## src/rtl/bcp_clause_driver.sv

```systemverilog
// bcp_clause_driver: clause-store sequencer that feeds bcp_checker1 one clause at a time until fixpoint or conflict.
// Optional checker-handshake watchdog: define BCP_WATCHDOG_EN (adds the wd_err output).
module bcp_clause_driver #(
  parameter int VAR_NUM    = 8,
  parameter int CLAUSE_NUM = 16,
  parameter int CIDX_W     = 4
) (
  input  logic                clock,
  input  logic                reset,
  input  logic                start,
  input  logic [VAR_NUM-1:0]  init_assignment,
  input  logic [VAR_NUM-1:0]  init_free,
  input  logic                cl_wr_en,
  input  logic [CIDX_W-1:0]   cl_wr_addr,
  input  logic [VAR_NUM-1:0]  cl_wr_type,
  input  logic [VAR_NUM-1:0]  cl_wr_mask,
  output logic                chk_reset,
  output logic                chk_en,
  output logic [VAR_NUM-1:0]  chk_free,
  output logic [VAR_NUM-1:0]  chk_assignment,
  output logic [VAR_NUM-1:0]  chk_clause_type,
  output logic [VAR_NUM-1:0]  chk_clause_mask,
  output logic [VAR_NUM-1:0]  chk_clause_size,
  output logic [VAR_NUM-1:0]  chk_counter,
  input  logic                chk_unit_exist,
  input  logic [VAR_NUM-1:0]  chk_implication,
  input  logic                chk_bcp_finish,
  output logic [VAR_NUM-1:0]  assignment_out,
  output logic [VAR_NUM-1:0]  free_out,
  output logic                busy,
  output logic                done,
  output logic                conflict,
  output logic [7:0]          impl_count
`ifdef BCP_WATCHDOG_EN
  ,
  output logic                wd_err
`endif
);

  // state | meaning
  // IDLE  | waiting for start, clause store writable
  // PREP  | evaluate entry idx, latch checker operands
  // ISSUE | checker reset visible, enable pulse next
  // WAIT  | operands held until chk_bcp_finish
  // APPLY | write the lowest implied variable back
  // NEXT  | advance idx, or start a new pass if anything changed
  // FIN   | done pulse
  typedef enum logic [2:0] {IDLE, PREP, ISSUE, WAIT, APPLY, NEXT, FIN} state_t;

  localparam logic [CIDX_W-1:0] LAST_IDX = CIDX_W'(CLAUSE_NUM - 1);

  function automatic logic [VAR_NUM-1:0] popcount(input logic [VAR_NUM-1:0] v);
    logic [VAR_NUM-1:0] c;
    c = '0;
    for (int i = 0; i < VAR_NUM; i++) c = c + VAR_NUM'(v[i]);
    return c;
  endfunction

  state_t                state_q, state_d;
  logic [CIDX_W-1:0]     idx_q, idx_d;
  logic [CLAUSE_NUM-1:0] valid_q, valid_d;
  logic [VAR_NUM-1:0]    work_asgn_q, work_asgn_d;
  logic [VAR_NUM-1:0]    work_free_q, work_free_d;
  logic                  changed_q, changed_d;
  logic [7:0]            impl_count_q, impl_count_d;
  logic                  conflict_q, conflict_d;
  logic                  busy_q, busy_d;
  logic                  done_q, done_d;
  logic                  chk_reset_q, chk_reset_d;
  logic                  chk_en_q, chk_en_d;
  logic [VAR_NUM-1:0]    op_free_q, op_free_d;
  logic [VAR_NUM-1:0]    op_asgn_q, op_asgn_d;
  logic [VAR_NUM-1:0]    op_type_q, op_type_d;
  logic [VAR_NUM-1:0]    op_mask_q, op_mask_d;
  logic [VAR_NUM-1:0]    op_size_q, op_size_d;
  logic [VAR_NUM-1:0]    op_cnt_q, op_cnt_d;
`ifdef BCP_WATCHDOG_EN
  logic [3:0]            wd_cnt_q, wd_cnt_d;
  logic                  wd_err_q, wd_err_d;
`endif

  logic [VAR_NUM-1:0]    type_mem [CLAUSE_NUM];
  logic [VAR_NUM-1:0]    mask_mem [CLAUSE_NUM];

  logic                  wr_ok;
  logic [VAR_NUM-1:0]    ent_mask, ent_type, ent_fals, ent_size, ent_cnt, impl_lsb;

  assign wr_ok    = cl_wr_en && (state_q == IDLE);
  assign ent_mask = mask_mem[idx_q];
  assign ent_type = type_mem[idx_q];
  assign ent_fals = ent_mask & ~work_free_q & (work_asgn_q ^ ent_type);
  assign ent_size = popcount(ent_mask);
  assign ent_cnt  = popcount(ent_fals);
  // two's-complement trick isolates the lowest set bit of a multi-hot implication
  assign impl_lsb = chk_implication & (~chk_implication + VAR_NUM'(1));

  // Store payload is not reset; only the valid bits are.
  always_ff @(posedge clock) begin
    if (wr_ok) begin
      type_mem[cl_wr_addr] <= cl_wr_type;
      mask_mem[cl_wr_addr] <= cl_wr_mask;
    end
  end

  always_comb begin
    state_d      = state_q;
    idx_d        = idx_q;
    valid_d      = valid_q;
    work_asgn_d  = work_asgn_q;
    work_free_d  = work_free_q;
    changed_d    = changed_q;
    impl_count_d = impl_count_q;
    conflict_d   = conflict_q;
    busy_d       = busy_q;
    done_d       = 1'b0;
    chk_reset_d  = 1'b0;
    chk_en_d     = 1'b0;
    op_free_d    = op_free_q;
    op_asgn_d    = op_asgn_q;
    op_type_d    = op_type_q;
    op_mask_d    = op_mask_q;
    op_size_d    = op_size_q;
    op_cnt_d     = op_cnt_q;
`ifdef BCP_WATCHDOG_EN
    wd_cnt_d     = wd_cnt_q;
    wd_err_d     = wd_err_q;
`endif
    if (wr_ok) valid_d[cl_wr_addr] = 1'b1;

    case (state_q)
      IDLE: begin
        if (start) begin
          work_asgn_d  = init_assignment;
          work_free_d  = init_free;
          idx_d        = '0;
          changed_d    = 1'b0;
          impl_count_d = 8'd0;
          conflict_d   = 1'b0;
          busy_d       = 1'b1;
`ifdef BCP_WATCHDOG_EN
          wd_err_d     = 1'b0;
`endif
          state_d      = PREP;
        end
      end
      PREP: begin
        if (!valid_q[idx_q] || (ent_mask == '0)) begin
          state_d = NEXT;
        end else if (ent_cnt == ent_size) begin
          conflict_d = 1'b1;
          state_d    = FIN;
        end else begin
          op_free_d   = work_free_q;
          op_asgn_d   = work_asgn_q;
          op_type_d   = ent_type;
          op_mask_d   = ent_mask;
          op_size_d   = ent_size;
          op_cnt_d    = ent_cnt;
          chk_reset_d = 1'b1;
          state_d     = ISSUE;
        end
      end
      ISSUE: begin
        chk_en_d = 1'b1;
`ifdef BCP_WATCHDOG_EN
        wd_cnt_d = 4'd15;
`endif
        state_d  = WAIT;
      end
      WAIT: begin
        if (chk_bcp_finish) begin
          state_d = APPLY;
        end
`ifdef BCP_WATCHDOG_EN
        else if (wd_cnt_q == 4'd0) begin
          conflict_d = 1'b1;
          wd_err_d   = 1'b1;
          state_d    = FIN;
        end else begin
          wd_cnt_d = wd_cnt_q - 4'd1;
        end
`endif
      end
      APPLY: begin
        if (chk_unit_exist && ((impl_lsb & work_free_q) != '0)) begin
          work_asgn_d  = (work_asgn_q & ~impl_lsb) | (op_type_q & impl_lsb);
          work_free_d  = work_free_q & ~impl_lsb;
          changed_d    = 1'b1;
          impl_count_d = (impl_count_q == 8'd255) ? 8'd255 : impl_count_q + 8'd1;
        end
        state_d = NEXT;
      end
      NEXT: begin
        if (idx_q != LAST_IDX) begin
          idx_d   = idx_q + CIDX_W'(1);
          state_d = PREP;
        end else if (changed_q) begin
          changed_d = 1'b0;
          idx_d     = '0;
          state_d   = PREP;
        end else begin
          state_d = FIN;
        end
      end
      FIN: begin
        done_d  = 1'b1;
        busy_d  = 1'b0;
        state_d = IDLE;
      end
      default: state_d = IDLE;
    endcase
  end

  always_ff @(posedge clock or negedge reset) begin
    if (!reset) begin
      state_q      <= IDLE;
      idx_q        <= '0;
      valid_q      <= '0;
      work_asgn_q  <= '0;
      work_free_q  <= '0;
      changed_q    <= 1'b0;
      impl_count_q <= 8'd0;
      conflict_q   <= 1'b0;
      busy_q       <= 1'b0;
      done_q       <= 1'b0;
      chk_reset_q  <= 1'b0;
      chk_en_q     <= 1'b0;
      op_free_q    <= '0;
      op_asgn_q    <= '0;
      op_type_q    <= '0;
      op_mask_q    <= '0;
      op_size_q    <= '0;
      op_cnt_q     <= '0;
`ifdef BCP_WATCHDOG_EN
      wd_cnt_q     <= 4'd0;
      wd_err_q     <= 1'b0;
`endif
    end else begin
      state_q      <= state_d;
      idx_q        <= idx_d;
      valid_q      <= valid_d;
      work_asgn_q  <= work_asgn_d;
      work_free_q  <= work_free_d;
      changed_q    <= changed_d;
      impl_count_q <= impl_count_d;
      conflict_q   <= conflict_d;
      busy_q       <= busy_d;
      done_q       <= done_d;
      chk_reset_q  <= chk_reset_d;
      chk_en_q     <= chk_en_d;
      op_free_q    <= op_free_d;
      op_asgn_q    <= op_asgn_d;
      op_type_q    <= op_type_d;
      op_mask_q    <= op_mask_d;
      op_size_q    <= op_size_d;
      op_cnt_q     <= op_cnt_d;
`ifdef BCP_WATCHDOG_EN
      wd_cnt_q     <= wd_cnt_d;
      wd_err_q     <= wd_err_d;
`endif
    end
  end

  assign chk_reset       = chk_reset_q;
  assign chk_en          = chk_en_q;
  assign chk_free        = op_free_q;
  assign chk_assignment  = op_asgn_q;
  assign chk_clause_type = op_type_q;
  assign chk_clause_mask = op_mask_q;
  assign chk_clause_size = op_size_q;
  assign chk_counter     = op_cnt_q;
  assign assignment_out  = work_asgn_q;
  assign free_out        = work_free_q;
  assign busy            = busy_q;
  assign done            = done_q;
  assign conflict        = conflict_q;
  assign impl_count      = impl_count_q;
`ifdef BCP_WATCHDOG_EN
  assign wd_err          = wd_err_q;
`endif

endmodule

```

## config.mk

```make
export PLATFORM = sky130hd
export DESIGN_NAME = bcp_clause_driver
export DESIGN_NICKNAME = d
export VERILOG_FILES = /design/src/rtl/bcp_clause_driver.sv
export SDC_FILE = /design/constraint.sdc
export NUM_CORES = 1
export LEC_CHECK = 0
export ABC_AREA = 1
export CAP_MARGIN = 20
export CORE_AREA = 2 2 170 172
export DETAILED_ROUTE_END_ITERATION = 8
export DIE_AREA = 0 0 172 174
export DONT_BUFFER_PORTS = 1
export HOLD_SLACK_MARGIN = 0.03
export PLACE_DENSITY = 0.69
export SLEW_MARGIN = 10
export SYNTH_ARGS = -nofsm -noshare
export SYNTH_HDL_FRONTEND = slang
export SYNTH_SLANG_ARGS = --single-unit
export TNS_END_PERCENT = 5
```

## constraint.sdc

```tcl
create_clock -name clock -period 11.2 [get_ports clock]
set_input_delay 1.68 -clock clock [delete_from_list [all_inputs] [get_ports clock]]
set_output_delay 1.68 -clock clock [all_outputs]
set_load 0.1 [all_outputs]
```

==> metrics.md, run 1 <==
| Metric | Value |
|---|---|
| Status | completed |
| Total power per unit cell area | 324 mW/mm^2 |
| Syn Std Cell Area | 0.0152 sq mm |
| Initial core utilization | 53.9% |
| Number of synthesized flops with an enable pin | 256 |
| First-pass GRT wire length | 57.3 mm |
| DIE AREA | 0.0299 sq mm |
| CTS tree | built |
| DRT Pass-1 Iters | 6 |
| Data required, critical path | 11.64 ns |
| Cts bufs inserted | 36 |
| Critical path type | register to register |
| R2r setup slk | 4.28 ns |
| Fin. Hold Viols | 0 |
| Int Power | 2830 uW |
| Worst-path clk slew | 0.06 ns |
| Nets@finish | 1464 |
| Hold Path Depth | 2 |
| Top cells by area, synth | edfxtp_1, dfrtp_1, nand2_1, o21ai_0, nor2_1 |
| Seq cells post-synth | 349 |
| Postcts setup bufs | 0 |
| Critical path endpoint category | register |
| Cells after Synth | 1406 |
| Worst r2r path cells | 22 |
| Area grow syn2layout | 9.21% |
| Startpoint types | register |
| Worst Path Arrival | 7.36 ns |
| Clock root buffer | clkbuf_16 |
| Tmin final | 6.92 ns |
| Syn avg cell area | 10.8 sq um |
| CP max stage cell | dfrtp_4 |
| DRT iter0 DRCs | 1025 |
| Clk sinks | 349 |
| Synth area leader | edfxtp_1 |
| Async set-reset flop share out of synthesis | 26.6% |
| Congestion Overflow GR | 0 |
| # Max-Cap Violations | 0 |
| # DRC | 0 |
| Die width | 172 um |
| Peak supply drop | 0.350 mV |
| Routed len/inst | 21.1 um |
| Row cnt | 62 |
| Endpoints failing setup | 0 |
| Via Count | 10415 |
| Syn. warnings | 0 |
| Post-cts resize count | 0 |
| Antenna diode count | 0 |
| Initial antenna violation count | 0 |
| Clk_skew | 0.0193 ns |
| Max-slew violations | 0 |
| Clock Path Buffers | 3 |
| Hold Crit Endpoint | valid_q[14] |
| Worst r2r src | idx_q[0] |
| Maximum clock rate | 144 MHz |
| CTS Hold Bufs | 0 |
| Worst slew margin | 24.0% |
| Detailed-route wire length | 38.1 mm |
| CORE AREA | 0.0282 sq mm |
| Post-synthesis sequential area ratio | 65.9% |
| Post-route ant nets | 0 |
| Top-area cell type share of the netlist area | 50.6% |
| RSZ-0062 raised after global routing | false |
| Net Sw Frac | 47.5% |
| Clock power frac | 21.7% |
| Top_reg_cell synth | edfxtp_1 |
| Final period util | 61.8% |
| Hpwl dp | 23.0 mm |
| Max H-tree Level | 2 |
| Setup TNS | 0 ns |
| Fraction of layout cells with a size suffix above 1 | 8.78% |
| # IOs | 127 |
| Synth cell types | 39 |
| Total GRT Usage | 25.3% |
| Hold_sp | valid_q[14] |
| End of the worst register-to-register path | chk_assignment[1] |
| Skew-Pair Late Insertion Delay | 0.52 ns |
| Slew @ Worst Pin | 1.14 ns |
| Placement Setup Slack | 4.23 ns |
| Vias per cell | 5.76 |
| Final WS setup | 4.28 ns |
| CP cell instances | inv_4 -> buf_4 -> o21ai_0 -> o221ai_1 -> o211ai_1 -> nand2_1 -> inv_1 -> nor3_1 -> fa_1 -> inv_1 -> fa_1 -> inv_1 -> fa_1 -> ha_1 -> fa_1 -> xnor2_1 -> a21oi_1 -> nand4_1 -> nand2_1 -> nor2_8 -> nand2_1 -> nand2_1 |
| Hold crit path type | register to register |
| Power share of the combinational group | 36.2% |
| Net switching power | 2560 uW |
| Port bufs | 0 |
| Total leakage power | 0.00648 uW |
| Critical Path Max Stage Delay | 0.77 ns |
| Seq pwr share | 42.1% |
| Largest net degree at the start of global routing | 94 |
| Global placement routability congestion | 0.841 |
| Critical path fanouts, max | 82 |
| Number of global-route vias before repair | 9842 |
| Die Ht | 174 um |
==> logic make-up (layout without fill, tap and decap cells) <==
logic type | Yosys count | count (layout) | synth area share (%)
AND/OR/NAND/NOR | 590 | 590 | 16.2
AO/OA/AOI/OAI | 255 | 255 | 9.79
adder cells (fa/ha/maj) | 17 | 17 | 1.79
buffers and inverters | 185 | 195 | 5.82
XOR/XNOR | 9 | 9 | 0.518
other | 1 | 8 | 0.0247
flip-flops | 349 | 349 | 65.9
==> flip-flops by register name, indices dropped and copies added (netlist names), 8 cells and up, named ones only <==
name and cells:
chk_assignment 8, impl_count 8, chk_clause_mask 8, valid_q 16, chk_clause_type 8, free_out 8, mask_mem 128, chk_free 8
type_mem 128
==> cells in the final DEF, fill, tap and decap left out, types with 12 or more instances in the layout <==
master and n:
a21oi_1 18, buf_4 25, clkbuf_16 37, dfrtp_1 91, edfxtp_1 256, inv_1 100
nand2_1 307, nand3_1 93, nand4_1 12, nor2_1 127, nor2_2 18, o211ai_1 20
o21ai_0 155, o221ai_1 31
==> synth_stat cells (4+ instances only) <==
library cell	n
o211ai_1	20
xnor2_1	6
edfxtp_1	256
nand2_1	307
inv_1	100
buf_4	15
nand4_1	12
o221ai_1	31
buf_6	12
nor2_1	143
o22ai_1	10
o31ai_1	5
fa_1	8
buf_2	30
clkbuf_1	17
o21ai_2	4
a21oi_1	18
nand3_1	93
nor3_1	10
o21ai_1	8
o21ai_0	155
dfrtp_1	93
ha_1	9
or2_2	11
nand2_2	6
==> how the worst max path moves through the flow <==
stage / start / end / slack, ns / depth (start not counted)
floorplan: idx_q[0] / chk_clause_type[0] / 6.03 / 25
global placement: idx_q[0] / chk_clause_type[7] / 4.40 / 21
detailed placement: idx_q[0] / chk_clause_type[1] / 4.23 / 22
CTS: idx_q[0] / chk_assignment[1] / 4.19 / 22
global route: idx_q[0] / chk_clause_type[7] / 3.81 / 22
finish: idx_q[0] / chk_assignment[1] / 4.28 / 22
==> layer usage <==
metal  up-vias  routed length, um  global-route usage (%)
li1       4813                  -                       -
met1      5057              15100                    33.9
met2       464              18300                    40.8
met3        81               3490                    5.08
met4         0               1300                    9.70
met5         -                  0                       0
==> power by group through the flow <==
stage,logic (uW),clock network [uW],registers [uW]
after detailed placement,1930,0,2300
after floorplan,1580,0,2230
final,1950,1170,2270
after global routing,2180,1240,2290
after global placement,1890,0,2290
after CTS,1950,1180,2270
==> final cells by class <==
type	instances	area (sq um)
fill	2325	11600
sequential	349	10000
multi-input combinational	879	4380
clock buffer	49	981
tap	384	480
inverter	106	400
timing repair buffer	25	188
clock inverter	15	159
==> critical path, delay by kind of cell (launching register included) <==
kind	cells	cell delay [ns]
adders and majority gates	5	1.97
buffers and inverters	5	1.54
and+or+nand+nor	7	1.79
DFF	1	0.77
AOI/OAI and AO/OA	4	0.54
xor gates and xnor gates	1	0.18
==> stage by stage <==
step	total power, uW	cells	hold WS [ns]	area [sq um]	utilization [%]
finish	5390	1807	0.457	16600	58.8
global route	5720	1807	0.475	16600	58.8
CTS	5400	1807	0.458	16600	58.8
detailed placement	4230	1743	0.445	15500	54.8
global placement	4190	1743	0.439	15500	54.8
floorplan	3810	1413	0.427	15200	-
(Power assumes the default switching activity.)
==> inputs of run 2 (changes only) <==
PLACE_DENSITY = 0.72   (was 0.69)
clock period = 6.09 ns   (was 11.2 ns; I/O delays follow)
==> metrics.md, run 2 (same netlist as run 1, synthesis figures left out) <==
| Metric | Value |
|---|---|
| # DRC | 0 |
| Setup TNS | 0 ns |
| Data required, critical path | 6.53 ns |
| Clock Path Buffers | 3 |
| Startpoint types | register |
| Critical path endpoint category | register |
| Fraction of layout cells with a size suffix above 1 | 10.1% |
| DIE AREA | 0.0299 sq mm |
| Hpwl dp | 23.8 mm |
| Worst slew margin | 30.5% |
| Tmin final | 5.67 ns |
| Util after Layout | 59.5% |
| Commonest non-fill, non-tap cell in the layout | nand2_1 |
| Total power per unit cell area | 605 mW/mm^2 |
| CTS Hold Bufs | 0 |
| Detailed-route wire length | 38.7 mm |
| # Max-Cap Violations | 0 |
| Critical Path Max Stage Delay | 0.63 ns |
| Total GRT Usage | 25.8% |
| Clk_skew | 0.0225 ns |
| Global placement routability congestion | 0.853 |
| Via Count | 10550 |
| Max H-tree Level | 2 |
| Die width | 172 um |
| Clock root buffer | clkbuf_16 |
| Slew @ Worst Pin | 1.04 ns |
| Nets@finish | 1483 |
| RSZ-0062 raised after global routing | false |
| Post-route ant nets | 0 |
| Worst Path Arrival | 6.11 ns |
| Skew-Pair Late Insertion Delay | 0.52 ns |
| Worst r2r path cells | 21 |
| Die Ht | 174 um |
| CTS tree | built |
| Antenna diode count | 0 |
| Port bufs | 0 |
| CP cell instances | buf_12 -> o21ai_0 -> o221ai_1 -> nand3_1 -> nand2_1 -> xnor2_1 -> nor3_1 -> fa_1 -> inv_1 -> fa_1 -> inv_1 -> fa_1 -> ha_1 -> fa_1 -> xnor2_1 -> a21oi_1 -> nand4_1 -> nand2_2 -> buf_6 -> o21ai_0 -> nand2_1 |
| Clk sinks | 349 |
| CP max stage cell | dfrtp_4 |
| Worst-path clk slew | 0.06 ns |
| Largest net degree at the start of global routing | 94 |
| Final period util | 93.1% |
| # IOs | 127 |
| CP most frequent cell | fa_1 |
| Biggest regs | mask_mem: 128 flops, type_mem: 128 flops, valid_q: 16 flops |
| Fin. Hold Viols | 0 |
| Initial antenna violation count | 0 |
| Critical path type | register to register |
| Cts bufs inserted | 35 |
| Status | completed |
| Critical path fanouts, max | 68 |
| Initial core utilization | 53.9% |
| Routed len/inst | 21.2 um |
| DRT iter0 DRCs | 1277 |
| Total leakage power | 0.00660 uW |
| Maximum clock rate | 176 MHz |
| Congestion Overflow GR | 0 |
| CORE AREA | 0.0282 sq mm |
| Hold crit path type | input port to asynchronous set/reset pin |
| Vias per cell | 5.78 |
| Commonest non-fill, non-tap cells in the layout | nand2_1, edfxtp_1, o21ai_0 |
| First-pass GRT wire length | 58.5 mm |
| Row cnt | 62 |
| Area grow syn2layout | 10.5% |
| Endpoints failing setup | 0 |
| Number of global-route vias before repair | 10122 |
| DRT Pass-1 Iters | 7 |
| Max-slew violations | 0 |
| Peak supply drop | 0.537 mV |
run 2: power by group:
| group | leakage, uW | switching [uW] | total (uW) | internal [uW] |
|---|---|---|---|---|
| clock network | 0.000565 | 860 | 2130 | 1270 |
| logic | 0.00257 | 2820 | 4080 | 1260 |
| registers | 0.00347 | 1160 | 3960 | 2790 |
| total | 0.00660 | 4840 | 10200 | 5320 |
run 2: critical path, delay by kind of cell, from the launching register on:
kind,cells,cell delay (ns)
AOI/OAI and AO/OA,4,0.64
xor gates and xnor gates,2,0.31
adders and majority gates,5,2.27
buffers and inverters,4,0.74
DFF,1,0.63
and+or+nand+nor,6,0.95
run 2: cell type report:
cell class | count | area [sq um]
well taps | 384 | 480
clock buffers | 52 | 1080
repair buffers | 43 | 359
clock inverters | 10 | 67.6
multi-input cells | 881 | 4400
fillers | 2313 | 11400
flip-flops and latches | 349 | 10000
inverters | 106 | 405
run 2: timing repair:
action	CTS	global route
hold endpoints to repair	0	0
setup buffers	0	0
endpoints found under the setup margin	0	40
resized for setup	0	5
run 2: metrics by stage:
step,setup WS (ns),power [uW],cells,hold WS [ns],area (sq um)
final,0.422,10200,1825,0.0872,16800
after global routing,0.0544,10800,1825,0.0717,16800
after CTS,0.232,10000,1823,0.0741,16800
after detailed placement,0.241,7920,1761,0.446,15600
after global placement,0.359,7810,1760,0.437,15600
after floorplan,0.919,7010,1413,0.427,15200
run 2: metal layers:
metal | part of all wire, % | track usage (%) | wire length (um)
met4 | 3.9 | 10.2 | 1500
met2 | 47 | 41.4 | 18100
met3 | 9.3 | 5.78 | 3600
met5 | 0 | 0 | 0
met1 | 40 | 34.4 | 15500
run 2: path summary, 6_finish.rpt:
kind                                  start            endpoint  slack [ns]
worst min-delay path                  reset  chk_clause_mask[2]        0.09
max in group asynchronous             reset       impl_count[0]        5.88
worst max register to register     idx_q[0]   chk_assignment[2]        0.42
worst max-delay path               idx_q[0]   chk_assignment[2]        0.42
worst min register to register  valid_q[14]         valid_q[14]        0.46
min in group clock              valid_q[14]         valid_q[14]        0.46
